[src/rtl/fme_residual_collector.sv]
// Ping-pong residual buffer between fractional ME and the transform stage.
// Captures 8-row residual blocks plus winner metadata; replays them row by row over valid/ready.
module fme_residual_collector #(
  parameter int DATAWIDTH = 8
) (
  input  logic                        clock,
  input  logic                        reset,
  input  logic                        res_valid,
  input  logic signed [DATAWIDTH:0]   res_0,
  input  logic signed [DATAWIDTH:0]   res_1,
  input  logic signed [DATAWIDTH:0]   res_2,
  input  logic signed [DATAWIDTH:0]   res_3,
  input  logic signed [DATAWIDTH:0]   res_4,
  input  logic signed [DATAWIDTH:0]   res_5,
  input  logic signed [DATAWIDTH:0]   res_6,
  input  logic signed [DATAWIDTH:0]   res_7,
  input  logic [5:0]                  address_best_sad,
  input  logic [DATAWIDTH+8:0]        best_sad,
  output logic                        out_valid,
  input  logic                        out_ready,
  output logic signed [DATAWIDTH:0]   out_0,
  output logic signed [DATAWIDTH:0]   out_1,
  output logic signed [DATAWIDTH:0]   out_2,
  output logic signed [DATAWIDTH:0]   out_3,
  output logic signed [DATAWIDTH:0]   out_4,
  output logic signed [DATAWIDTH:0]   out_5,
  output logic signed [DATAWIDTH:0]   out_6,
  output logic signed [DATAWIDTH:0]   out_7,
  output logic [2:0]                  out_row,
  output logic                        out_last,
  output logic [5:0]                  out_address,
  output logic [DATAWIDTH+8:0]        out_sad,
  output logic                        overflow
);

  localparam int SW   = DATAWIDTH + 1;
  localparam int SADW = DATAWIDTH + 9;

  typedef logic signed [SW-1:0] samp_t;

  samp_t           row_in [8];
  samp_t           mem_q [2][8][8];
  logic [5:0]      addr_mem_q [2];
  logic [SADW-1:0] sad_mem_q [2];

  logic       wr_bank_q, wr_bank_d;
  logic [2:0] wr_row_q, wr_row_d;
  logic       rd_bank_q, rd_bank_d;
  logic [2:0] rd_row_q, rd_row_d;
  logic [1:0] full_q, full_d;
  logic       drop_q, drop_d;
  logic       overflow_q, overflow_d;
  logic       drop_now, wr_en, rd_fire;

  assign row_in[0] = res_0;
  assign row_in[1] = res_1;
  assign row_in[2] = res_2;
  assign row_in[3] = res_3;
  assign row_in[4] = res_4;
  assign row_in[5] = res_5;
  assign row_in[6] = res_6;
  assign row_in[7] = res_7;

  // Drop decision is taken live on row 0 and then held for rows 1..7 of the same block.
  assign drop_now = (wr_row_q == 3'd0) ? full_q[wr_bank_q] : drop_q;
  assign wr_en    = res_valid && !drop_now;
  assign rd_fire  = out_valid && out_ready;

  always_comb begin
    wr_bank_d  = wr_bank_q;
    wr_row_d   = wr_row_q;
    rd_bank_d  = rd_bank_q;
    rd_row_d   = rd_row_q;
    full_d     = full_q;
    drop_d     = drop_q;
    overflow_d = overflow_q;

    if (rd_fire) begin
      rd_row_d = rd_row_q + 3'd1;
      if (rd_row_q == 3'd7) begin
        full_d[rd_bank_q] = 1'b0;
        rd_bank_d         = ~rd_bank_q;
      end
    end

    // Row counter advances even through dropped blocks to keep row alignment.
    if (res_valid) begin
      wr_row_d = wr_row_q + 3'd1;
      if (wr_row_q == 3'd0) begin
        drop_d = full_q[wr_bank_q];
        if (full_q[wr_bank_q]) overflow_d = 1'b1;
      end
      if (wr_row_q == 3'd7) begin
        if (drop_now) begin
          drop_d = 1'b0;
        end else begin
          full_d[wr_bank_q] = 1'b1;
          wr_bank_d         = ~wr_bank_q;
        end
      end
    end
  end

  always_ff @(posedge clock) begin
    if (reset) begin
      wr_bank_q  <= 1'b0;
      wr_row_q   <= 3'd0;
      rd_bank_q  <= 1'b0;
      rd_row_q   <= 3'd0;
      full_q     <= 2'b00;
      drop_q     <= 1'b0;
      overflow_q <= 1'b0;
    end else begin
      wr_bank_q  <= wr_bank_d;
      wr_row_q   <= wr_row_d;
      rd_bank_q  <= rd_bank_d;
      rd_row_q   <= rd_row_d;
      full_q     <= full_d;
      drop_q     <= drop_d;
      overflow_q <= overflow_d;
    end
  end

  // Buffer storage carries no reset; validity is tracked solely by full_q.
  always_ff @(posedge clock) begin
    if (wr_en) begin
      for (int j = 0; j < 8; j++) begin
        mem_q[wr_bank_q][wr_row_q][j] <= row_in[j];
      end
      if (wr_row_q == 3'd7) begin
        addr_mem_q[wr_bank_q] <= address_best_sad;
        sad_mem_q[wr_bank_q]  <= best_sad;
      end
    end
  end

  assign out_valid   = full_q[rd_bank_q];
  assign out_row     = out_valid ? rd_row_q : 3'd0;
  assign out_last    = out_valid && (rd_row_q == 3'd7);
  assign out_address = out_valid ? addr_mem_q[rd_bank_q] : 6'd0;
  assign out_sad     = out_valid ? sad_mem_q[rd_bank_q] : '0;
  assign out_0       = out_valid ? mem_q[rd_bank_q][rd_row_q][0] : '0;
  assign out_1       = out_valid ? mem_q[rd_bank_q][rd_row_q][1] : '0;
  assign out_2       = out_valid ? mem_q[rd_bank_q][rd_row_q][2] : '0;
  assign out_3       = out_valid ? mem_q[rd_bank_q][rd_row_q][3] : '0;
  assign out_4       = out_valid ? mem_q[rd_bank_q][rd_row_q][4] : '0;
  assign out_5       = out_valid ? mem_q[rd_bank_q][rd_row_q][5] : '0;
  assign out_6       = out_valid ? mem_q[rd_bank_q][rd_row_q][6] : '0;
  assign out_7       = out_valid ? mem_q[rd_bank_q][rd_row_q][7] : '0;
  assign overflow    = overflow_q;

endmodule

[config.mk]
export PLATFORM = sky130hd
export DESIGN_NAME = fme_residual_collector
export DESIGN_NICKNAME = d
export VERILOG_FILES = /design/src/rtl/fme_residual_collector.sv
export SDC_FILE = /design/constraint.sdc
export NUM_CORES = 1
export LEC_CHECK = 0
export CAP_MARGIN = 5
export CORE_ASPECT_RATIO = 0.9
export CORE_MARGIN = 2
export CORE_UTILIZATION = 45
export DETAILED_ROUTE_END_ITERATION = 6
export PLACE_DENSITY = 0.75
export SYNTH_ARGS = -nofsm -noshare
export SYNTH_HDL_FRONTEND = slang
export SYNTH_SLANG_ARGS = --single-unit
[constraint.sdc]
create_clock -name clock -period 10.1 [get_ports clock]
set_clock_uncertainty 0.15 [all_clocks]
set_input_delay 2.02 -clock clock [delete_from_list [all_inputs] [get_ports clock]]
set_output_delay 2.02 -clock clock [all_outputs]
set_load 0.1 [all_outputs]
==> impl_results.md, run 1 <==
- Root buf cell: clkbuf_16
- Fraction of registers with async set or reset after synthesis: 0
- Most numerous cell in the Yosys netlist: edfxtp_1
- Die area: 117000 um^2
- LEAKAGE: 18.9 nW
- Synth top area share: 0.700
- Initial antenna violation count: 7
- Worst Hold Path Cells: 2
- Post-synth top area cell: edfxtp_1
- Hold path start: overflow$_SDFFE_PP0P_
- CTS Buf Count: 116
- Switch share: 0.214
- IO Count: 200
- Post-synth net total: 2733
- Post-DP HPWL: 80500 um
- Area of the core: 113000 um^2
- Die Width: 360 um
- Slew @ Worst Pin: 1130 ps
- Main synth FF type: edfxtp_1
- Comb pwr share: 0.051
- RePlAce Congestion: 0.781
- Postcts setup bufs: 0
- Rows: 117
- Number of global-route vias before repair: 29400
- First-pass GRT wire length: 207000 um
- PwrDens: 175 nW/um^2
- GRT Overall Usage: 0.245
- Crit-path max cell delay: 1080 ps
- Die Y: 325 um
- Clock Power Share: 0.400
- Startpoint types: flop
- Final period utilization: 0.703
- Worst-case reg-to-reg path depth: 6
- Worst-path fanout max: 32
- Sequential area share after synthesis: 0.705
- Share of post-route cells with drive strength above 1: 0.284
- Clock Sinks: 1211
- Initial DRC Count: 3853
- Mapped Area: 51400 um^2
- Internal power: 8.05 mW
- Crit. End Element: output port
- Fmax: 141 MHz
- Max_cap viols: 0
- Final net count: 2911
- Insertion delay to the later sink of the worst-skew pair: 670 ps
- Total global routing overflow: 0
- Clock Path Buffers: 3
- Sequential power share: 0.549
- Post-CTS Hold Buffers: 0
- VDD IR max: 0.136 mV
- Switching power: 2.19 mW
- Count of final setup violators: 0
- Hold Path End: overflow$_SDFFE_PP0P_
- Critical path startpoint: rd_bank_q$_SDFFE_PP0P_
- Synth unique cells: 50
- Status: completed
- Final Hold Vio Count: 0
- Unrepaired setup endpoints after global routing: no
- Mapped Avg Cell Area: 19.5 um^2
- Post-synth EDFFs: 1198
- Syn-to-layout area delta: 13.9%
- First-pass detailed-route iteration total: 6
- Fin crit period: 7100 ps
- Worst slack at placement: 3680 ps
- Worst slew margin: 0.244
- Port bufs: 199
- Post-synthesis cell count: 2629
- Flop2flop setup slack: 5440 ps
- Starting Density: 0.454
- Hold Path Class: reg2reg
- Total vias in the final route: 28200
- Crit-path slowest cell: clkdlybuf4s50_1
- Wirelength, routed: 144000 um
- Worst reg2reg endpoint: mem_q[0][536]$_DFFE_PP_
- Worst path cell trace: mux2i_4, inv_2, nand2_2, buf_4, o21ai_0, clkdlybuf4s50_1
- Synth top area cells: edfxtp_1 (70%), mux4_2 (12%), mux2_2 (5.1%)
- Final WS setup: 3000 ps
- Via/cell ratio: 6.42
- Post-CTS sizing: 0
- Synth top cells by count: edfxtp_1 (1198), mux4_2 (284), a21o_1 (252), mux2_2 (231), clkbuf_1 (100)
- WS Path Type: reg2out
- Post-detailed-route count of antenna-violating nets: 0
- CP arrival: 4930 ps
- Launch point of the worst reg-to-reg path: wr_bank_q$_SDFFE_PP0P_
- CTS tree: built
- DRC: 0
- Final core utilization: 0.517
- Setup TNS: 0 ps
- CP required: 7930 ps
- Number of H-tree levels: 3
- Clock slew at reported path FFs: 60 ps
- Largest net degree at the start of global routing: 115
- Synthesis-stage register bit count: 1211
- Avg WL per Cell: 32.8 um
- Slew Viols, Final: 0
- Yosys Warn Count: 0
-- layout make-up --
class                      instances  area, um^2
sequential                      1211       36200
timing repair buffer             285        2660
fill                            8736       54600
multi-input combinational       1185       14200
clock buffer                     141        3000
inverter                           8        30.0
clock inverter                    72         532
tap                             1487        1860
antenna                            3        7.51
-- critical path: cells and delay by family (launching register included) --
kind / cells / cell delay (ps)
flip-flops: 1 / 440
AND/OR/NAND/NOR: 1 / 750
multiplexers: 1 / 820
AO/OA/AOI/OAI: 1 / 390
buffers and inverters: 3 / 1810
-- metal layers --
metal  GRT usage  wire, um  vias to the layer above
li1            -         -                    11200
met3      0.0661     17800                      287
met1       0.324     51900                    14800
met4      0.0802      5040                        4
met2       0.394     69200                     1964
met5           0        21                        -
-- cell usage in the layout (no fill, tap or decap), types with 3 or more instances in the layout --
cell type and instances:
a2111oi_0 3, a21o_1 252, a21oi_1 4, a22oi_1 73
and2_1 4, and2_4 3, buf_12 3, buf_2 4
buf_4 83, bufinv_16 5, clkbuf_1 25, clkbuf_16 116
clkdlybuf4s50_1 195, clkinv_1 31, clkinv_2 26, clkinv_4 4
dfxtp_1 10, dfxtp_4 3, diode_2 3, edfxtp_1 1198
ha_1 5, inv_1 6, inv_6 3, mux2_1 18
mux2_2 231, mux2_4 9, mux2i_1 96, mux4_2 284
nand2_1 8, nand2b_1 5, nand3_4 3, nor2_1 36
nor2_4 9, nor2b_1 24, nor2b_2 14, nor3_2 7
o21ai_0 67, o21ai_1 4
-- state kept, by name, summed over array words and instances (netlist names), named ones only --
| signal | flops |
|---|---|
| addr_mem_q | 12 |
| drop_q | 1 |
| full_q | 2 |
| mem_q | 1152 |
| overflow | 1 |
| rd_bank_q | 1 |
| rd_row_q | 3 |
| sad_mem_q | 34 |
| wr_bank_q | 1 |
| wr_row_q | 3 |
-- cell families (layout without fill, tap and decap cells) --
| group | count (synthesis) | in the layout | synth area share |
|---|---|---|---|
| AO/OA/AOI/OAI | 409 | 409 | 0.0562 |
| flip-flops | 1211 | 1211 | 0.705 |
| AND/OR/NAND/NOR | 129 | 129 | 0.0140 |
| multiplexers | 639 | 639 | 0.201 |
| buffers and inverters | 233 | 506 | 0.0220 |
| other | 0 | 3 | 0 |
| XOR/XNOR | 3 | 3 | 0.000511 |
| adder cells (fa/ha/maj) | 5 | 5 | 0.00122 |
-- through the flow --
step	instances	area (um^2)	hold slack [ps]	total power, mW
final	4392	58500	337	10.2
after global routing	4389	58500	341	10.5
after CTS	4389	58500	331	10.3
after detailed placement	4176	55000	314	6.24
after global placement	4176	55000	304	6.21
after floorplan	2629	51400	321	6.02
-- worst max-delay path by stage --
| stage | to |
|---|---|
| 3_5_place_dp | out_1[7] |
| 6_report | out_1[7] |
| 5_1_grt | out_7[5] |
| 3_3_place_gp | out_7[5] |
| 4_1_cts | out_1[7] |
| 2_1_floorplan | mem_q[0][216]$_DFFE_PP_ |
-- power by group through the flow --
stage / Clock, mW / Combinational (mW) / Sequential (mW)
final: 4.10 / 0.519 / 5.63
after global routing: 4.33 / 0.544 / 5.63
after CTS: 4.14 / 0.509 / 5.63
after detailed placement: 0 / 0.507 / 5.74
after global placement: 0 / 0.481 / 5.73
after floorplan: 0 / 0.285 / 5.73
Power figures use the tool's default switching activity.
==> run 2, diff against run 1 <==
Clock period 10.1 ns to 5.8 ns, I/O delays scaled along.
==> run 2 against run 1 <==
Against the previous run: die area unchanged; via count down 1.1%; clock power up 91%; combinational power up 69%; critical endpoint is now out_3[0]; largest power group unchanged.
==> impl_results.md, run 2 (same netlist as run 1, synthesis figures left out) <==
- Slew Viols, Final: 0 (unchanged)
- Initial antenna violation count: 6 (-1)
- CP required: 4490 ps (-3440 ps)
- Share of post-route cells with drive strength above 1: 0.308 (+0.0249)
- Rows: 117 (unchanged)
- Postcts setup bufs: 0 (unchanged)
- CTS tree: built
- VDD IR max: 0.257 mV (+88%)
- Final core utilization: 0.521 (+0.00409)
- CP arrival: 3840 ps (-1090 ps)
- Hold Path Class: reg2reg
- Post-DP HPWL: 83100 um (+3.3%)
- Syn-to-layout area delta: 14.8%
- Largest net degree at the start of global routing: 73 (-37%)
- Number of H-tree levels: 3 (unchanged)
- Startpoint types: flop
- First-pass detailed-route iteration total: 7 (+1)
- Number of global-route vias before repair: 29000 (-1.2%)
- Total vias in the final route: 27900 (-1.1%)
- Fmax: 194 MHz
- Final Hold Vio Count: 0 (unchanged)
- Clock Path Buffers: 3 (unchanged)
- Largest registers: mem_q (1152), sad_mem_q (34), addr_mem_q (12)
- Max FFs per register: 1152 (unchanged)
- Area of the core: 113000 um^2 (unchanged)
- CTS Buf Count: 118 (+1.7%)
- LEAKAGE: 19.3 nW (+1.9%)
- Root buf cell: clkbuf_16
- Fin crit period: 5150 ps
- RePlAce Congestion: 0.799 (+2.3%)
- Final net count: 2910 (-0.034%)
- Status: completed
- Commonest non-fill, non-tap cell in the layout: edfxtp_1
- Die Width: 360 um (unchanged)
- DRC: 0 (unchanged)
- Worst slack at placement: 1140 ps (-2550 ps)
- Worst-path fanout max: 28 (-13%)
- Critical path startpoint: rd_bank_q$_SDFFE_PP0P_
- Initial DRC Count: 3790 (-1.6%)
- Post-detailed-route count of antenna-violating nets: 0 (unchanged)
- Clock Sinks: 1211 (unchanged)
- Clock slew at reported path FFs: 60 ps (about the same)
- Final Non-Filler Cells: 4398 (+0.14%)
- Worst slew margin: 0.142 (-0.103)
- WS Path Type: reg2out
- Hold path start: overflow$_SDFFE_PP0P_
- Post-CTS sizing: 0 (unchanged)
- IO Count: 200 (unchanged)
- Flop2flop setup slack: 1830 ps (-3610 ps)
- Wirelength, routed: 140000 um (-2.8%)
- Most frequent cells in the layout: edfxtp_1 (1198), mux4_2 (284), a21o_1 (252), mux2_2 (231), buf_4 (132)
- Via/cell ratio: 6.34 (-1.2%)
- Die area: 117000 um^2 (unchanged)
- Port bufs: 199 (unchanged)
- Insertion delay to the later sink of the worst-skew pair: 690 ps (+20 ps)
- Die Y: 325 um (unchanged)
- Largest reg by FF count: mem_q
- Crit. End Element: output port
- Final period utilization: 0.887
- First-pass GRT wire length: 203000 um (-2.0%)
- Post-CTS Hold Buffers: 0 (unchanged)
- Max_cap viols: 0 (unchanged)
- Launch point of the worst reg-to-reg path: wr_bank_q$_SDFFE_PP0P_
- Total global routing overflow: 0 (unchanged)
- GRT Overall Usage: 0.239 (-0.00592)
- Starting Density: 0.454 (unchanged)
- Final WS setup: 655 ps (-2350 ps)
- PwrDens: 314 nW/um^2 (+79%)
- DP Cell Count: 4173 (-0.072%)
- Avg WL per Cell: 31.8 um (-2.9%)
- Count of final setup violators: 0 (unchanged)
- Unrepaired setup endpoints after global routing: no
- Slew @ Worst Pin: 1280 ps (+150 ps)
run 2: cell count changes in the layout (fill, tap and decap cells not counted), sizes merged:
| cell | delta |
|---|---|
| clkdlybuf4s50 | -72 |
| clkinvlp | +5 |
| bufinv | +11 |
| clkinv | -9 |
| clkbuf | +4 |
| inv | -2 |
| buf | +69 |
run 2: final timing paths:
check | cells past startpoint | endpoint
max | 6 | out_3[0]
min | 2 | overflow$_SDFFE_PP0P_
max reg2reg | 5 | mem_q[0][540]$_DFFE_PP_
min reg2reg | 2 | overflow$_SDFFE_PP0P_
run 2: metrics by stage:
stage | power (mW) | hold WS (ps) | TNS, ps | cell area (um^2)
CTS | 18.6 | 339 | 0 | 59000
global placement | 10.8 | 319 | 0 | 55000
global route | 19.0 | 383 | 0 | 59000
finish | 18.5 | 337 | 0 | 59000
detailed placement | 10.8 | 322 | 0 | 55000
floorplan | 10.5 | 321 | -743190 | 51400
run 2: metal layers:
layer,global-route usage,vias up,share of wire
li1,-,11200,-
met3,0.0509,256,0.11
met5,0,-,0.00030
met2,0.389,1708,0.49
met4,0.0833,6,0.034
met1,0.319,14700,0.37
run 2: layout make-up:
class / count / area (um^2)
Multi-Input combinational cell: 1185 / 14200
Fill cell: 8654 / 54200
Clock buffer: 145 / 3150
Tap cell: 1487 / 1860
Inverter: 8 / 30.0
Timing Repair Buffer: 282 / 2700
Sequential cell: 1211 / 36200
Antenna cell: 3 / 7.51
Clock inverter: 77 / 811
run 2: where the power goes:
part / switching, mW / total, mW / internal [mW]
combinational: 0.522 / 0.877 / 0.356
sequential: 0.0314 / 9.80 / 9.77
clock: 3.28 / 7.84 / 4.56
run 2: critical path, stage by stage, from the launching register on:
cell	delay (ps)
dfxtp_1	460
mux2i_4	840
inv_2	210
nand2b_1	580
buf_4	370
o21ai_0	310
buf_4	340
